===== src/rtl/exam_pkg.sv =====
// Shared definitions for the result-stream consumers: default sample width,
// window-statistics FSM encoding and the signed saturation limits.
package exam_pkg;

    localparam int EXAM_DW = 20;

    typedef enum logic [0:0] {
        ST_ACC    = 1'b0,
        ST_REPORT = 1'b1
    } state_t;

    // Largest and smallest representable samples at the default width.
    localparam logic signed [EXAM_DW-1:0] SMAX = {1'b0, {(EXAM_DW-1){1'b1}}};
    localparam logic signed [EXAM_DW-1:0] SMIN = {1'b1, {(EXAM_DW-1){1'b0}}};

endpackage


===== src/rtl/result_window_stats_if.sv =====
// Sample input handshake plus the per-window statistics outputs.
interface result_window_stats_if
    import exam_pkg::*;
#(
    parameter int DW       = EXAM_DW,
    parameter int WIN_LOG2 = 3
);
    logic                         in_valid;
    logic signed [DW-1:0]         in_data;
    logic                         in_ready;
    logic                         flush;
    logic                         stat_valid;
    logic signed [DW-1:0]         stat_min;
    logic signed [DW-1:0]         stat_max;
    logic signed [DW+WIN_LOG2-1:0] stat_sum;
    logic signed [DW-1:0]         stat_avg;
    logic [WIN_LOG2-1:0]          count;

    // Producer / monitor side.
    modport master (
        output in_valid, in_data, flush,
        input  in_ready, stat_valid, stat_min, stat_max, stat_sum, stat_avg, count
    );

    // Statistics block side.
    modport slave (
        input  in_valid, in_data, flush,
        output in_ready, stat_valid, stat_min, stat_max, stat_sum, stat_avg, count
    );
endinterface


===== src/rtl/signed_minmax.sv =====
// Combinational update of a running signed minimum and maximum.
module signed_minmax #(
    parameter int DW = 20
) (
    input  logic signed [DW-1:0] cur_min,
    input  logic signed [DW-1:0] cur_max,
    input  logic signed [DW-1:0] sample,
    output logic signed [DW-1:0] new_min,
    output logic signed [DW-1:0] new_max
);

    // All operands are signed, so these are two's-complement compares.
    always_comb begin
        new_min = (sample < cur_min) ? sample : cur_min;
        new_max = (sample > cur_max) ? sample : cur_max;
    end

endmodule


===== src/rtl/result_window_stats.sv =====
// Windowed statistics over a signed sample stream: groups 2^WIN_LOG2 accepted
// samples and reports min, max, exact sum and floor average with a one-cycle
// strobe. A one-cycle REPORT state backpressures the producer after each window.
module result_window_stats
    import exam_pkg::*;
#(
    parameter int DW       = EXAM_DW,
    parameter int WIN_LOG2 = 3
) (
    input  logic                  clk,
    input  logic                  rst,    // asynchronous, active low
    result_window_stats_if.slave  bus
);

    localparam int SW = DW + WIN_LOG2;

    // Accumulator start values: min starts at the largest value, max at the smallest.
    localparam logic signed [DW-1:0] SAT_MAX =
        (DW == EXAM_DW) ? DW'(SMAX) : {1'b0, {(DW-1){1'b1}}};
    localparam logic signed [DW-1:0] SAT_MIN =
        (DW == EXAM_DW) ? DW'(SMIN) : {1'b1, {(DW-1){1'b0}}};

    localparam logic [WIN_LOG2-1:0] CNT_LAST = {WIN_LOG2{1'b1}};
    localparam logic [WIN_LOG2-1:0] CNT_ONE  = WIN_LOG2'(1);

    state_t                state_q, state_d;
    logic [WIN_LOG2-1:0]   count_q, count_d;
    logic signed [SW-1:0]  sum_q, sum_d;
    logic signed [DW-1:0]  min_q, min_d;
    logic signed [DW-1:0]  max_q, max_d;

    logic                  stat_valid_q, stat_valid_d;
    logic signed [DW-1:0]  stat_min_q, stat_min_d;
    logic signed [DW-1:0]  stat_max_q, stat_max_d;
    logic signed [SW-1:0]  stat_sum_q, stat_sum_d;
    logic signed [DW-1:0]  stat_avg_q, stat_avg_d;

    logic signed [SW-1:0]  sample_ext;
    logic signed [SW-1:0]  sum_acc;
    logic signed [DW-1:0]  mm_min;
    logic signed [DW-1:0]  mm_max;

    // Sign-extend each sample to the accumulator width so the sum cannot wrap.
    assign sample_ext = {{WIN_LOG2{bus.in_data[DW-1]}}, bus.in_data};
    assign sum_acc    = sum_q + sample_ext;

    signed_minmax #(.DW(DW)) u_minmax (
        .cur_min (min_q),
        .cur_max (max_q),
        .sample  (bus.in_data),
        .new_min (mm_min),
        .new_max (mm_max)
    );

    // Next-state logic for the window FSM, accumulators and reported statistics.
    always_comb begin
        state_d      = state_q;
        count_d      = count_q;
        sum_d        = sum_q;
        min_d        = min_q;
        max_d        = max_q;
        stat_valid_d = 1'b0;
        stat_min_d   = stat_min_q;
        stat_max_d   = stat_max_q;
        stat_sum_d   = stat_sum_q;
        stat_avg_d   = stat_avg_q;

        case (state_q)
            ST_ACC: begin
                if (bus.flush) begin
                    // Flush beats a concurrent sample; the partial window is dropped.
                    count_d = '0;
                    sum_d   = '0;
                    min_d   = SAT_MAX;
                    max_d   = SAT_MIN;
                end else if (bus.in_valid) begin
                    if (count_q == CNT_LAST) begin
                        // Final sample of the window: publish results including it.
                        stat_min_d   = mm_min;
                        stat_max_d   = mm_max;
                        stat_sum_d   = sum_acc;
                        // Dropping the low WIN_LOG2 bits of the signed sum is an
                        // arithmetic shift, i.e. floor division by the window length.
                        stat_avg_d   = sum_acc[SW-1:WIN_LOG2];
                        stat_valid_d = 1'b1;
                        count_d      = '0;
                        sum_d        = '0;
                        min_d        = SAT_MAX;
                        max_d        = SAT_MIN;
                        state_d      = ST_REPORT;
                    end else begin
                        sum_d   = sum_acc;
                        min_d   = mm_min;
                        max_d   = mm_max;
                        count_d = count_q + CNT_ONE;
                    end
                end
            end
            ST_REPORT: begin
                // Single strobe cycle; input is stalled and flush has no effect.
                state_d = ST_ACC;
            end
            default: begin
                state_d = ST_ACC;
            end
        endcase
    end

    // State registers with asynchronous active-low clear.
    always_ff @(posedge clk or negedge rst) begin
        if (!rst) begin
            state_q      <= ST_ACC;
            count_q      <= '0;
            sum_q        <= '0;
            min_q        <= SAT_MAX;
            max_q        <= SAT_MIN;
            stat_valid_q <= 1'b0;
            stat_min_q   <= '0;
            stat_max_q   <= '0;
            stat_sum_q   <= '0;
            stat_avg_q   <= '0;
        end else begin
            state_q      <= state_d;
            count_q      <= count_d;
            sum_q        <= sum_d;
            min_q        <= min_d;
            max_q        <= max_d;
            stat_valid_q <= stat_valid_d;
            stat_min_q   <= stat_min_d;
            stat_max_q   <= stat_max_d;
            stat_sum_q   <= stat_sum_d;
            stat_avg_q   <= stat_avg_d;
        end
    end

    assign bus.in_ready   = (state_q == ST_ACC);
    assign bus.stat_valid = stat_valid_q;
    assign bus.stat_min   = stat_min_q;
    assign bus.stat_max   = stat_max_q;
    assign bus.stat_sum   = stat_sum_q;
    assign bus.stat_avg   = stat_avg_q;
    assign bus.count      = count_q;

endmodule


===== src/flat_wrapper.sv =====
// flat-port wrapper written by rule: the top's interface ports become plain ports
module result_window_stats_flat import exam_pkg::*;
#(
    parameter int DW       = EXAM_DW,
    parameter int WIN_LOG2 = 3
)
  (clk, rst, bus_in_valid, bus_in_data, bus_flush, bus_in_ready, bus_stat_valid, bus_stat_min, bus_stat_max, bus_stat_sum, bus_stat_avg, bus_count);
  result_window_stats_if #(.DW(DW), .WIN_LOG2(WIN_LOG2)) bus_i ();
  input  logic clk;
  input  logic rst;
  input wire logic [$bits(bus_i.in_valid)-1:0] bus_in_valid;
  input wire logic [$bits(bus_i.in_data)-1:0] bus_in_data;
  input wire logic [$bits(bus_i.flush)-1:0] bus_flush;
  output wire logic [$bits(bus_i.in_ready)-1:0] bus_in_ready;
  output wire logic [$bits(bus_i.stat_valid)-1:0] bus_stat_valid;
  output wire logic [$bits(bus_i.stat_min)-1:0] bus_stat_min;
  output wire logic [$bits(bus_i.stat_max)-1:0] bus_stat_max;
  output wire logic [$bits(bus_i.stat_sum)-1:0] bus_stat_sum;
  output wire logic [$bits(bus_i.stat_avg)-1:0] bus_stat_avg;
  output wire logic [$bits(bus_i.count)-1:0] bus_count;
  assign bus_i.in_valid = bus_in_valid;
  assign bus_i.in_data = bus_in_data;
  assign bus_i.flush = bus_flush;
  assign bus_in_ready = bus_i.in_ready;
  assign bus_stat_valid = bus_i.stat_valid;
  assign bus_stat_min = bus_i.stat_min;
  assign bus_stat_max = bus_i.stat_max;
  assign bus_stat_sum = bus_i.stat_sum;
  assign bus_stat_avg = bus_i.stat_avg;
  assign bus_count = bus_i.count;
  result_window_stats #(.DW(DW), .WIN_LOG2(WIN_LOG2)) u_core (.clk(clk), .rst(rst), .bus(bus_i));
endmodule

===== config.mk =====
export PLATFORM = sky130hd
export DESIGN_NAME = result_window_stats_flat
export DESIGN_NICKNAME = d
export VERILOG_FILES = /design/src/rtl/exam_pkg.sv /design/src/rtl/result_window_stats_if.sv /design/src/rtl/signed_minmax.sv /design/src/rtl/result_window_stats.sv /design/src/flat_wrapper.sv
export SDC_FILE = /design/constraint.sdc
export NUM_CORES = 1
export LEC_CHECK = 0
export BUFFER_PORTS_ARGS = -buffer_cell sky130_fd_sc_hd__buf_2
export CAP_MARGIN = 20
export CORE_MARGIN = 10
export CORE_UTILIZATION = 60
export DETAILED_ROUTE_END_ITERATION = 10
export PLACE_DENSITY = 0.93
export SLEW_MARGIN = 30
export SYNTH_ARGS = -nofsm -noshare
export SYNTH_HDL_FRONTEND = slang
export SYNTH_SLANG_ARGS = --single-unit

===== constraint.sdc =====
create_clock -name clk -period 7 [get_ports clk]
set_input_delay 0.35 -clock clk [delete_from_list [all_inputs] [get_ports clk]]
set_output_delay 0.35 -clock clk [all_outputs]
set_load 0.02 [all_outputs]

* Word level (Yosys, flattened, before mapping)
Cells that the tools add are included.
** Storage, ports and cells
- Register bits after elaboration :: 151
- Bits in latches :: 0
- Bits in writable memories :: 0
- Memory bits (read-only) :: 0
- Output and inout port bits :: 88
- Word-level logic and storage cells :: 39
- Memories kept :: 0
** Cells by class
- Add/subtract/negate cells :: 2
- Multipliers :: 0
- Div/mod/pow operators :: 0
- Order comparisons :: 2
- Equality and inequality tests :: 1
- Shifts and indexed selects :: 0
- Mux-type cells :: 19
- Bitwise gates (word level) :: 2
- Reduce and logical (&&, ||, !) cells :: 3
** Operators with widths (count)
- 20-bit two-way mux :: 8
- 23-bit two-way mux :: 3
- 23-bit by 20-bit adder with 23-bit output :: 1
- 20-bit greater-than comparator :: 1
- 20-bit less-than comparator :: 1
- 3-bit two-way mux :: 3
- 1-bit two-way mux :: 4
- 4-bit AND reduction :: 1
- 3-bit by 1-bit adder with 3-bit output (second input constant) :: 1
- 3-bit == test (second input constant) :: 1
- 1-bit inverter :: 2
- 1-bit case mux with 2 select lines :: 1
- 2-bit AND reduction :: 1
- 2-bit nonzero test :: 1

* Depth between registers and ports, before layout
Gate-level depths: netlist (run 1).
- Depth after elaboration :: 5
- Mapped depth :: 10

* Modules after synthesis
Synthesis (run 1) repeated with hierarchy kept, for this count alone.
** Unflattened totals
- Cell total of the unflattened synthesis :: 875
- Area total of the unflattened synthesis :: 7813.7 µm²
** Modules (own cells, without submodules)
- result_window_stats :: times used 1, cells each 687, area an instance 6209.7 µm², seq. area each 3278.1 µm²
- signed_minmax :: times used 1, cells each 188, area an instance 1604.0 µm², seq. area each 0.0 µm²

* Least setup slack after synthesis (run 1)
No wires, ideal clock.
- Path kind :: flip-flop to flip-flop
- From :: reg u_core.max_q[9]
- To :: reg u_core.max_q[0]
- Setup time :: 0.121 ns
- Data arrival time :: 2.213 ns
- Data required time :: 6.879 ns
- Slack :: 4.666 ns
- Stages on the path, launching flop included :: 11
- Buffers on the path :: 1
- Path through :: dfrtp_1 inv_1 ha_1 nand2_1 or4_1 a21o_1 a31oi_1 o21ai_2 a21o_1 buf_6 a22o_1
** Between the ends
- Cells in the longest elaborated chain, start to end :: 5
** RTL lines
- from (decl) :: RTL line result_window_stats.sv:30 : logic signed [DW-1:0] max_q, max_d;
- from (signal assigned) :: RTL line result_window_stats.sv:127 : max_q <= max_d;
- 20-bit greater-than comparator :: RTL line signed_minmax.sv:15 : new_max = (sample > cur_max) ? sample : cur_max;
- 20-bit two-way mux :: RTL line signed_minmax.sv:15
- 20-bit two-way mux :: RTL line result_window_stats.sv:77 : if (count_q == CNT_LAST) begin
- 20-bit two-way mux :: RTL line result_window_stats.sv:76 : end else if (bus.in_valid) begin
- 20-bit two-way mux :: RTL line result_window_stats.sv:70 : if (bus.flush) begin
Every way passes these cells. The select of a mux whose other input is x is not followed.
A chain may end at the register's enable or synchronous reset.

* Worst setup path in the final report (run 1)
- From :: reg u_core.max_q[7]
- To :: reg u_core.max_q[13]
Same word-level chain as after synthesis.

==> results by group, run 1 <==
Placed design
  • Number of port buffers: 111
  • GP Congestion: 0.943
  • DP Wirelength: 14,900 µm

Pwr
  • Internal Power: 1720 µW
  • Clk network pwr share: 44.9%
  • Sequential Power Share: 35.1%
  • LEAKAGE: 0.00448 µW
  • VDD IR max: 0.201 mV
  • Sw frac: 28.1%
  • NetSw: 673 µW
  • Comb pwr share: 20.0%
  • PwrDens: 265 nW/µm²

STA
  • F_max: 314 MHz
  • Setup_tns: 0 ps
  • Actual slew at the worst max-slew pin: 1000 ps
  • Hold slack final: 1.71 ps
  • Final hold vios: 0
  • Minimum clock period: 3190 ps
  • Fin crit share: 45.5%
  • Final setup fails: 0
  • Final setup skew: 7.21 ps
  • Final Max Slew Viols: 0
  • Rel. slew slack: 33.2%
  • RSZ-0062 raised after global routing: no

Detailed routing
  • Routed vias: 7,049
  • Via/cell ratio: 6.31
  • Routed WL per cell: 19.8 µm
  • First DRT Iteration DRCs: 858
  • Antenna-violating nets left: 0
  • Number of detailed-route iterations in the first pass: 6
  • Total wire length: 22,100 µm
  • DRC errors left: 0

Logic synthesis
  • Unique masters post-synth: 54
  • Post-synth net total: 948
  • Post-synth EDFFs: 0
  • Post-synth top flop: dfrtp_1
  • Post-Synthesis Cells: 860
  • Ys async rst share: 100%
  • Sequential-to-total area share from yosys stat: 41.9%
  • Avg Cell Area, Syn: 9.10 µm²
  • Flops & latches, synth: 130
  • Cell Area, Synth: 7830 µm²
  • Synth warnings: 0

Floorplanning
  • Site row count: 41
  • Total core area: 12,700 µm²
  • IO Pins: 112
  • Initial Util: 61.5%
  • Chip Height: 134 µm
  • Die Width: 134 µm
  • Die Area: 18,000 µm²

Global routing
  • Largest net degree at the start of global routing: 90
  • GRT Residual Overflow: 0
  • Number of global-route vias before repair: 7,244
  • Antenna violations before repair: 0
  • First-pass GRT wire length: 36,100 µm
  • Total GRT Usage: 24.6%

Finish
  • Share of layout cells above drive strength 1: 19.2%
  • Area Overhead vs Synth: 15.3%
  • # diodes: 0
  • Final net count: 1,021

Clock tree
  • Clk slew on worst S/H paths: 60 ps
  • Post-CTS sizing: 0
  • Post-CTS Repair Setup Buffers: 0
  • Clk sinks: 130
  • Clock root buffer: clkbuf_16
  • Num CTS Buffers: 17
  • CTS H-tree lvls: 4
  • Clk_lat worst skew: 430 ps
  • Post-CTS Hold Fix Bufs: 0
  • Clock buffer depth: 2
  • CTS tree: done

Worst hold path
  • Hold crit path type: in2async

Setup path
  • WP data arrival: 3550 ps
  • CP peak stage delay: 640 ps
  • Critical Path End Type: flop
  • Critical path class: reg2reg
  • CP required: 7360 ps
  • CP Launch Type: flop
  • FF-to-FF path depth: 10
  • CP max FO: 21
  • Crit-path cells: inv_1, ha_1, nand4_1, or4_1, nor4_1, a21oi_1, o21ai_2, buf_4, a21o_1, a22o_1
  • Slowest stage cell, crit path: a21o_1

Status
  • Status: complete, no violations

Job
  • Max-cap violations: 0
==> layer usage <==
metal  wire, µm  global-route usage, %  vias up
li1           -                      -     3214
met1       8920                   29.2     3360
met2      10500                   40.4      401
met3       1910                   6.87       74
met4        750                   11.5        0
met5          0                      0        -
==> sequential cells by signal, indices dropped and copies added, names as in the netlist <==
| register | count |
|---|---|
| u_core.bus.count | 3 |
| u_core.min_q | 20 |
| u_core.bus.stat_sum | 3 |
| u_core.sum_q | 23 |
| u_core.bus.stat_min | 20 |
| u_core.bus.stat_valid | 1 |
| u_core.bus.stat_avg | 20 |
| u_core.bus.stat_max | 20 |
| u_core.max_q | 20 |
==> power groups by stage <==
stage / sequential (µW) / combinational, µW / clock (µW)
after global routing: 843 / 526 / 1110
after global placement: 847 / 439 / 0
after detailed placement: 848 / 456 / 0
after floorplan: 842 / 329 / 0
final: 839 / 479 / 1070
after CTS: 837 / 470 / 1080
==> critical path: cells and delay by family (launching register included) <==
family | cells | cell delay [ps]
AO/OA/AOI/OAI | 4 | 1090
adder cells (fa/ha/maj) | 1 | 330
buffers and inverters | 2 | 430
flip-flops | 1 | 390
AND/OR/NAND/NOR | 3 | 870
==> cells in the mapped netlist (4+ instances only) <==
library cell	count	area (µm²)
a211oi_1	32	240
a21o_1	12	90.1
a21oi_1	51	255
a22o_1	24	210
a31oi_1	6	37.5
buf_1	5	18.8
buf_2	8	40.0
buf_4	20	150
buf_6	4	45.0
clkbuf_1	28	105
dfrtp_1	110	2750
dfstp_2	20	526
ha_1	63	788
inv_1	49	184
mux2i_1	22	220
nand2_1	90	338
nand2b_1	4	25.0
nand3_1	9	45.0
nand4_1	6	37.5
nor2_1	58	218
nor2b_1	5	31.3
nor3_1	65	325
o211ai_1	6	45.0
o21ai_0	75	375
o21ai_1	4	20.0
o21bai_1	4	30.0
o22a_1	20	175
or2_2	4	25.0
xnor2_1	10	87.6
xor2_1	8	70.1
==> cell type report <==
type | instances | area, µm²
Sequential cell | 130 | 3280
Clock inverter | 9 | 223
Inverter | 50 | 188
Fill cell | 947 | 3690
Multi-Input combinational cell | 615 | 4020
Clock buffer | 23 | 488
Timing Repair Buffer | 119 | 618
Tap cell | 172 | 215
==> path summary, 6_finish.rpt <==
| kind | start | end | slack, ps |
|---|---|---|---|
| max | u_core.max_q[7]$_DFFE_PN0P_ | u_core.max_q[13]$_DFFE_PN0P_ | 3810 |
| min in group clk | bus_flush | u_core.bus.count[2]$_DFFE_PN0P_ | 200 |
| min reg2reg | u_core.bus.stat_max[17]$_DFFE_PN0P_ | u_core.bus.stat_max[17]$_DFFE_PN0P_ | 470 |
| min | rst | u_core.bus.stat_min[7]$_DFFE_PN0P_ | 2 |
| max in group asynchronous | rst | u_core.bus.stat_avg[14]$_DFFE_PN0P_ | 5620 |
| max reg2reg | u_core.max_q[7]$_DFFE_PN0P_ | u_core.max_q[13]$_DFFE_PN0P_ | 3810 |
==> stage by stage <==
step | instances | power, µW | instance area [µm²] | utilization, % | setup WS [ps]
after floorplan | 860 | 1170 | 7830 | - | 4670
after global placement | 1086 | 1290 | 8320 | 65.4 | 3890
after detailed placement | 1086 | 1300 | 8320 | 65.4 | 3810
after CTS | 1118 | 2380 | 9030 | 71.0 | 3890
after global routing | 1118 | 2480 | 9030 | 71.0 | 3590
final | 1118 | 2390 | 9030 | 71.0 | 3810
==> kinds of logic after synthesis <==
kind of cell | synth area share [%]
flip-flops | 41.9
AND/OR/NAND/NOR | 15.0
AO/OA/AOI/OAI | 20.5
adder cells (fa/ha/maj) | 10.3
buffers and inverters | 6.98
multiplexers | 3.24
XOR/XNOR | 2.01
==> placed cells by master, fill, tap and decap left out, types with 4 or more instances in the layout <==
cell	n
dfrtp_1	110
o211ai_1	6
bufinv_16	7
ha_1	63
buf_4	9
nor3_1	65
a21o_1	12
inv_1	49
mux2i_1	22
buf_2	110
o21ai_0	75
a31oi_1	6
o21bai_1	4
clkbuf_8	4
a21oi_1	51
a22o_1	24
nand3_1	9
xor2_1	8
dfstp_2	20
o22a_1	20
nor2b_1	5
clkbuf_16	17
nand2_1	89
nor2_1	57
nand2b_1	4
nand4_1	6
a211oi_1	32
or2_2	4
xnor2_1	10
Power figures use the tool's default switching activity.
==> run 2: changes to the inputs <==
--- a/config.mk
+++ b/config.mk
@@ -8,9 +8,9 @@
 export BUFFER_PORTS_ARGS = -buffer_cell sky130_fd_sc_hd__buf_2
 export CAP_MARGIN = 20
 export CORE_MARGIN = 10
-export CORE_UTILIZATION = 60
+export CORE_UTILIZATION = 53
 export DETAILED_ROUTE_END_ITERATION = 10
-export PLACE_DENSITY = 0.93
+export PLACE_DENSITY = 0.88
 export SLEW_MARGIN = 30
 export SYNTH_ARGS = -nofsm -noshare
 export SYNTH_HDL_FRONTEND = slang
==> constraint.sdc (replaced) <==
create_clock -name clk -period 2.7 [get_ports clk]
set_input_delay 0.135 -clock clk [delete_from_list [all_inputs] [get_ports clk]]
set_output_delay 0.135 -clock clk [all_outputs]
set_load 0.02 [all_outputs]
==> results by group, run 2 (same netlist as run 1, synthesis figures left out) <==
Finish
  • Most frequent cells in the layout: buf_2 (111), dfrtp_1 (110), nand2_1 (88)
  • Final net count: 1,056
  • Register area: 3280 µm²
  • # diodes: 0
  • Most flop-heavy register: u_core.sum_q
  • Share of layout cells above drive strength 1: 22.5%
  • Final std cells w/o fill: 1,165
  • Most common cell after layout, fill and taps aside: buf_2
  • Area occupied by multi-input gates: 4120 µm²
  • Max FFs per register: 23
  • Area Overhead vs Synth: 19.8%
  • Fillcell total: 1,156

Global routing
  • First-pass GRT wire length: 35,700 µm
  • Number of global-route vias before repair: 7,067
  • Antenna violations before repair: 0
  • Total GRT Usage: 22.0%
  • Largest net degree at the start of global routing: 69
  • GRT Residual Overflow: 0

Detailed routing
  • Routed WL per cell: 19.5 µm
  • Total wire length: 22,700 µm
  • Routed vias: 7,182
  • Number of detailed-route iterations in the first pass: 6
  • DRC errors left: 0
  • First DRT Iteration DRCs: 732
  • Antenna-violating nets left: 0
  • Via/cell ratio: 6.16

Placed design
  • Inst Count DP: 1,127
  • DP Wirelength: 15,700 µm
  • GP Congestion: 0.937
  • Setup WS pre-CTS: -13.4 ps
  • Number of port buffers: 111

Setup path
  • WP data arrival: 3060 ps
  • FF-to-FF path depth: 11
  • CP delay by family, top: compound AO/OA/AOI/OAI gates
  • CP peak stage delay: 530 ps
  • CP required: 3010 ps
  • CP Launch Type: flop
  • Crit-path cells: inv_1, ha_1, nand4_1, nor2_1, a2111oi_2, a31oi_4, o21ai_4, buf_12, nor2_4, buf_4, a22o_1
  • R2R Setup Slk: -40 ps
  • R2r endpoint: u_core.max_q[6]$_DFFE_PN0P_
  • WP depth: 11
  • Slowest stage cell, crit path: dfstp_2
  • Critical path class: reg2reg
  • CP max FO: 6
  • Worst R2R Start: u_core.max_q[19]$_DFFE_PN1P_
  • Critical Path End Type: flop
  • WP buf/inv: 3

STA
  • Final hold vios: 0
  • Final setup fails: 21
  • Actual slew at the worst max-slew pin: 623 ps
  • Rel. slew slack: 58.1%
  • Final WS setup: -41.8 ps
  • Fin crit share: 102%
  • Final Max Slew Viols: 0
  • Minimum clock period: 2740 ps
  • Setup_tns: -372 ps
  • Final setup skew: 7.48 ps
  • F_max: 365 MHz

Clock tree
  • Clk_lat worst skew: 440 ps
  • Clock root buffer: clkbuf_16
  • Clk sinks: 130
  • CTS tree: done
  • Num CTS Buffers: 17
  • Clk slew on worst S/H paths: 60 ps
  • Clock buffer depth: 2
  • CTS H-tree lvls: 4
  • Post-CTS Repair Setup Buffers: 0

Pwr
  • Sequential Power Share: 36.8%
  • VDD IR max: 0.449 mV
  • Comb pwr share: 22.6%
  • LEAKAGE: 0.00464 µW
  • Sw frac: 29.1%
  • PwrDens: 628 nW/µm²
  • Internal Power: 4180 µW
  • Clk network pwr share: 40.6%
  • Tot Pwr: 5890 µW
  • NetSw: 1710 µW

Floorplanning
  • Site row count: 44
  • Die Area: 20,000 µm²
  • Initial Util: 54.1%
  • IO Pins: 112
  • Chip Height: 142 µm
  • Total core area: 14,500 µm²
  • Die Width: 142 µm

Worst hold path
  • Hold Path Stages: 2
  • Hold endpoint: u_core.min_q[9]$_DFFE_PN1P_
  • Hold Crit Start: bus_in_data[9]
  • Hold crit path type: in2reg

Job
  • Max-cap violations: 0

Status
  • Failing checks: setup timing
  • Status: finished with violations
-- run 2: changes by cell type in the layout (fill, tap and decap cells not counted), sizes merged --
cell	change
clkinvlp	-1
buf	+30
clkbuf	+7
a21o	+1
dlygate4sd3	+2
bufinv	-4
-- run 2: repair_timing --
item,CTS,global route
pin swaps,0,3
endpoints found under the setup margin,21,49
endpoints found under the hold margin,32,0
gates cloned,0,4
hold buffers,2,0
gates resized for setup,2,19
-- run 2: area by class of cell --
type                            count  share of cell area [%]
Multi-Input combinational cell    616                    43.9
Sequential cell                   130                    35.0
Timing Repair Buffer              153                    10.2
Clock buffer                       28                    5.51
Tap cell                          184                    2.46
Inverter                           50                    2.00
Clock inverter                      4                    1.01
-- run 2: worst max path at each step --
stage / start / endpoint / slack [ps]
3_5_place_dp: u_core.max_q[13]$_DFFE_PN0P_ / u_core.max_q[1]$_DFFE_PN0P_ / -10
2_1_floorplan: u_core.max_q[9]$_DFFE_PN0P_ / u_core.max_q[0]$_DFFE_PN0P_ / 370
3_3_place_gp: u_core.max_q[9]$_DFFE_PN0P_ / u_core.max_q[7]$_DFFE_PN0P_ / 100
5_1_grt: u_core.max_q[19]$_DFFE_PN1P_ / u_core.max_q[6]$_DFFE_PN0P_ / -110
6_report: u_core.max_q[19]$_DFFE_PN1P_ / u_core.max_q[6]$_DFFE_PN0P_ / -40
4_1_cts: u_core.min_q[2]$_DFFE_PN1P_ / u_core.min_q[13]$_DFFE_PN1P_ / 20
-- run 2: metal layers --
metal  vias to the layer above  wire, µm  GRT usage (%)
met5                         -         0              0
met4                         0       646           8.28
met3                        73      2290           6.78
met2                       354     10800           35.1
met1                      3464      8950           27.5
li1                       3291         -              -
-- run 2: power by group through the flow --
stage / Sequential (µW) / Clock (µW) / Combinational [µW]
after detailed placement: 2190 / 0 / 1220
after floorplan: 2180 / 0 / 853
after global routing: 2180 / 2500 / 1460
after CTS: 2160 / 2410 / 1240
after global placement: 2190 / 0 / 1190
final: 2170 / 2390 / 1330
-- run 2: per-stage QoR --
step / hold WS, ps / util, % / instance area (µm²)
global placement: 132 / 59.3 / 8580
CTS: 38.3 / 63.7 / 9220
floorplan: -161 / - / 7830
detailed placement: 136 / 59.3 / 8580
finish: 35.4 / 64.8 / 9380
global route: 53.8 / 64.8 / 9380
==> run 3: changes to the inputs <==
--- a/config.mk
+++ b/config.mk
@@ -8,9 +8,10 @@
 export BUFFER_PORTS_ARGS = -buffer_cell sky130_fd_sc_hd__buf_2
 export CAP_MARGIN = 20
 export CORE_MARGIN = 10
-export CORE_UTILIZATION = 53
+export CORE_UTILIZATION = 54
+export CTS_BUF_LIST = sky130_fd_sc_hd__clkbuf_8
 export DETAILED_ROUTE_END_ITERATION = 10
-export PLACE_DENSITY = 0.88
+export PLACE_DENSITY = 0.89
 export SLEW_MARGIN = 30
 export SYNTH_ARGS = -nofsm -noshare
 export SYNTH_HDL_FRONTEND = slang
==> constraint.sdc (replaced) <==
create_clock -name clk -period 2.35 [get_ports clk]
set_input_delay 0.1175 -clock clk [delete_from_list [all_inputs] [get_ports clk]]
set_output_delay 0.1175 -clock clk [all_outputs]
set_load 0.02 [all_outputs]
==> results by group, run 3 (same netlist as run 1, synthesis figures left out) <==
Detailed routing
  • Number of detailed-route iterations in the first pass: 9
  • Via/cell ratio: 7.06
  • Routed WL per cell: 27.3 µm
  • Antenna-violating nets left: 0
  • Total wire length: 34,600 µm
  • First DRT Iteration DRCs: 1,539
  • Routed vias: 8,971
  • DRC errors left: 0

Pwr
  • Internal Power: 4550 µW
  • Clk network pwr share: 30.6%
  • Sw frac: 36.3%
  • VDD IR max: 0.423 mV
  • LEAKAGE: 0.00549 µW
  • NetSw: 2590 µW
  • PwrDens: 644 nW/µm²
  • Comb pwr share: 34.2%
  • Sequential Power Share: 35.2%

Floorplanning
  • Chip Height: 140 µm
  • Die Width: 140 µm
  • Site row count: 43
  • Die Area: 19,700 µm²
  • IO Pins: 112
  • Total core area: 14,000 µm²
  • Initial Util: 55.8%

Worst hold path
  • Hold Path Stages: 2
  • Hold crit path type: in2reg

Clock tree
  • Num CTS Buffers: 17
  • Clk slew on worst S/H paths: 100 ps
  • CTS H-tree lvls: 4
  • Clk sinks: 130
  • CTS tree: done
  • Clock buffer depth: 2
  • Clk_lat worst skew: 490 ps
  • Clock root buffer: clkbuf_8

Finish
  • Register area: 3280 µm²
  • Fillcell total: 723
  • Final net count: 1,165
  • Most flop-heavy register: u_core.sum_q
  • # diodes: 0
  • Most common cell after layout, fill and taps aside: buf_4
  • Share of layout cells above drive strength 1: 42.3%
  • Max FFs per register: 23
  • Final std cells w/o fill: 1,270
  • Area occupied by multi-input gates: 5000 µm²
  • Area Overhead vs Synth: 41.5%
  • Most frequent cells in the layout: buf_4 (121), buf_2 (110), dfrtp_1 (110)

Status
  • Failing checks: setup timing
  • Status: finished with violations

Setup path
  • CP required: 2720 ps
  • Critical Path End Type: flop
  • WP data arrival: 3240 ps
  • CP Launch Type: flop
  • Critical path class: reg2reg
  • FF-to-FF path depth: 11
  • CP max FO: 5

Placed design
  • GP Congestion: 0.997
  • DP Wirelength: 16,800 µm
  • Inst Count DP: 1,191
  • Number of port buffers: 111

STA
  • RSZ-0062 raised after global routing: yes
  • Actual slew at the worst max-slew pin: 539 ps
  • F_max: 348 MHz
  • Final hold vios: 0
  • Final setup fails: 102
  • Minimum clock period: 2870 ps
  • Setup_tns: -32,740 ps
  • Final WS setup: -521 ps
  • Fin crit share: 122%
  • Final setup skew: 30.5 ps
  • Rel. slew slack: 64.0%
  • Final Max Slew Viols: 0

Global routing
  • Number of global-route vias before repair: 8,190
  • GRT Residual Overflow: 0
  • Antenna violations before repair: 0
  • Largest net degree at the start of global routing: 97
  • First-pass GRT wire length: 42,800 µm
  • Total GRT Usage: 26.5%

Job
  • Max-cap violations: 0
-- run 3: changes by cell type in the layout (fill, tap and decap cells not counted), moves of 14 or more --
cell	previous run	this run
buf_4	34	121
a211oi_1	32	8
o21ai_1	5	35
buf_6	1	16
clkbuf_16	19	3
o21ai_0	74	36
ha_1	63	40
nor3_4	0	14
a211oi_2	0	22
clkbuf_8	5	20
nor3_1	65	45
ha_4	0	19
-- run 3: repair_timing --
action,CTS,global route
endpoints found under the setup margin,90,103
gates cloned,5,4
hold buffers,2,0
pin swaps,51,94
setup buffers,15,24
hold endpoints to repair,78,0
resized for setup,74,171
-- run 3: cell type report --
type                    instances  area share (%)
multi-input cells             615            45.2
flip-flops and latches        130            29.6
repair buffers                263            17.6
clock buffers                  20            2.48
well taps                     180            2.03
inverters                      50            1.69
clock inverters                12            1.39
-- run 3: worst max-delay path, stage by stage, from the launching register on --
cell	delay, ps
dfrtp_1	400
inv_2	110
ha_4	330
nand2_2	80
or4_4	560
a21o_1	200
a31oi_2	160
o21ai_2	110
buf_6	170
a21o_4	260
buf_6	140
a22o_1	220
-- run 3: through the flow --
stage | worst slack (ps) | area (µm²) | util [%] | hold slack, ps | total power (µW)
after global routing | -512 | 11100 | 78.9 | 48.8 | 7290
final | -521 | 11100 | 78.9 | 34.2 | 7130
after detailed placement | -413 | 9130 | 65.0 | 67.1 | 4120
after CTS | -184 | 10100 | 72.0 | 15.9 | 6400
after global placement | -174 | 9130 | 65.0 | 65.9 | 4060
after floorplan | 15.9 | 7830 | - | -178 | 3490
-- run 3: layer usage --
| layer | vias to the layer above | GRT usage (%) | part of all wire, % |
|---|---|---|---|
| met4 | 0 | 13.4 | 9.1 |
| met3 | 364 | 7.44 | 14 |
| met5 | - | 0 | 0 |
| li1 | 3507 | - | - |
| met1 | 4161 | 30.5 | 32 |
| met2 | 939 | 44.1 | 45 |
-- run 3: path summary, 6_finish.rpt --
kind / startpoint / end / slack (ps)
setup / recovery: u_core.max_q[12]$_DFFE_PN0P_ / u_core.max_q[15]$_DFFE_PN0P_ / -520
hold / removal: bus_in_data[17] / u_core.min_q[17]$_DFFE_PN1P_ / 30
hold reg to reg: u_core.sum_q[8]$_DFFE_PN0P_ / u_core.sum_q[8]$_DFFE_PN0P_ / 500
max in group asynchronous: rst / u_core.min_q[16]$_DFFE_PN1P_ / 1420
min in group asynchronous: rst / u_core.bus.stat_min[6]$_DFFE_PN0P_ / 110
setup reg to reg: u_core.max_q[12]$_DFFE_PN0P_ / u_core.max_q[15]$_DFFE_PN0P_ / -520
-- run 3: power by group through the flow --
| stage | logic [µW] | registers [µW] | clock network, µW |
|---|---|---|---|
| 2_1_floorplan | 980 | 2510 | 0 |
| 3_3_place_gp | 1550 | 2500 | 0 |
| 3_5_place_dp | 1610 | 2510 | 0 |
| 4_1_cts | 1830 | 2470 | 2100 |
| 5_1_grt | 2530 | 2510 | 2250 |
| 6_report | 2440 | 2510 | 2180 |
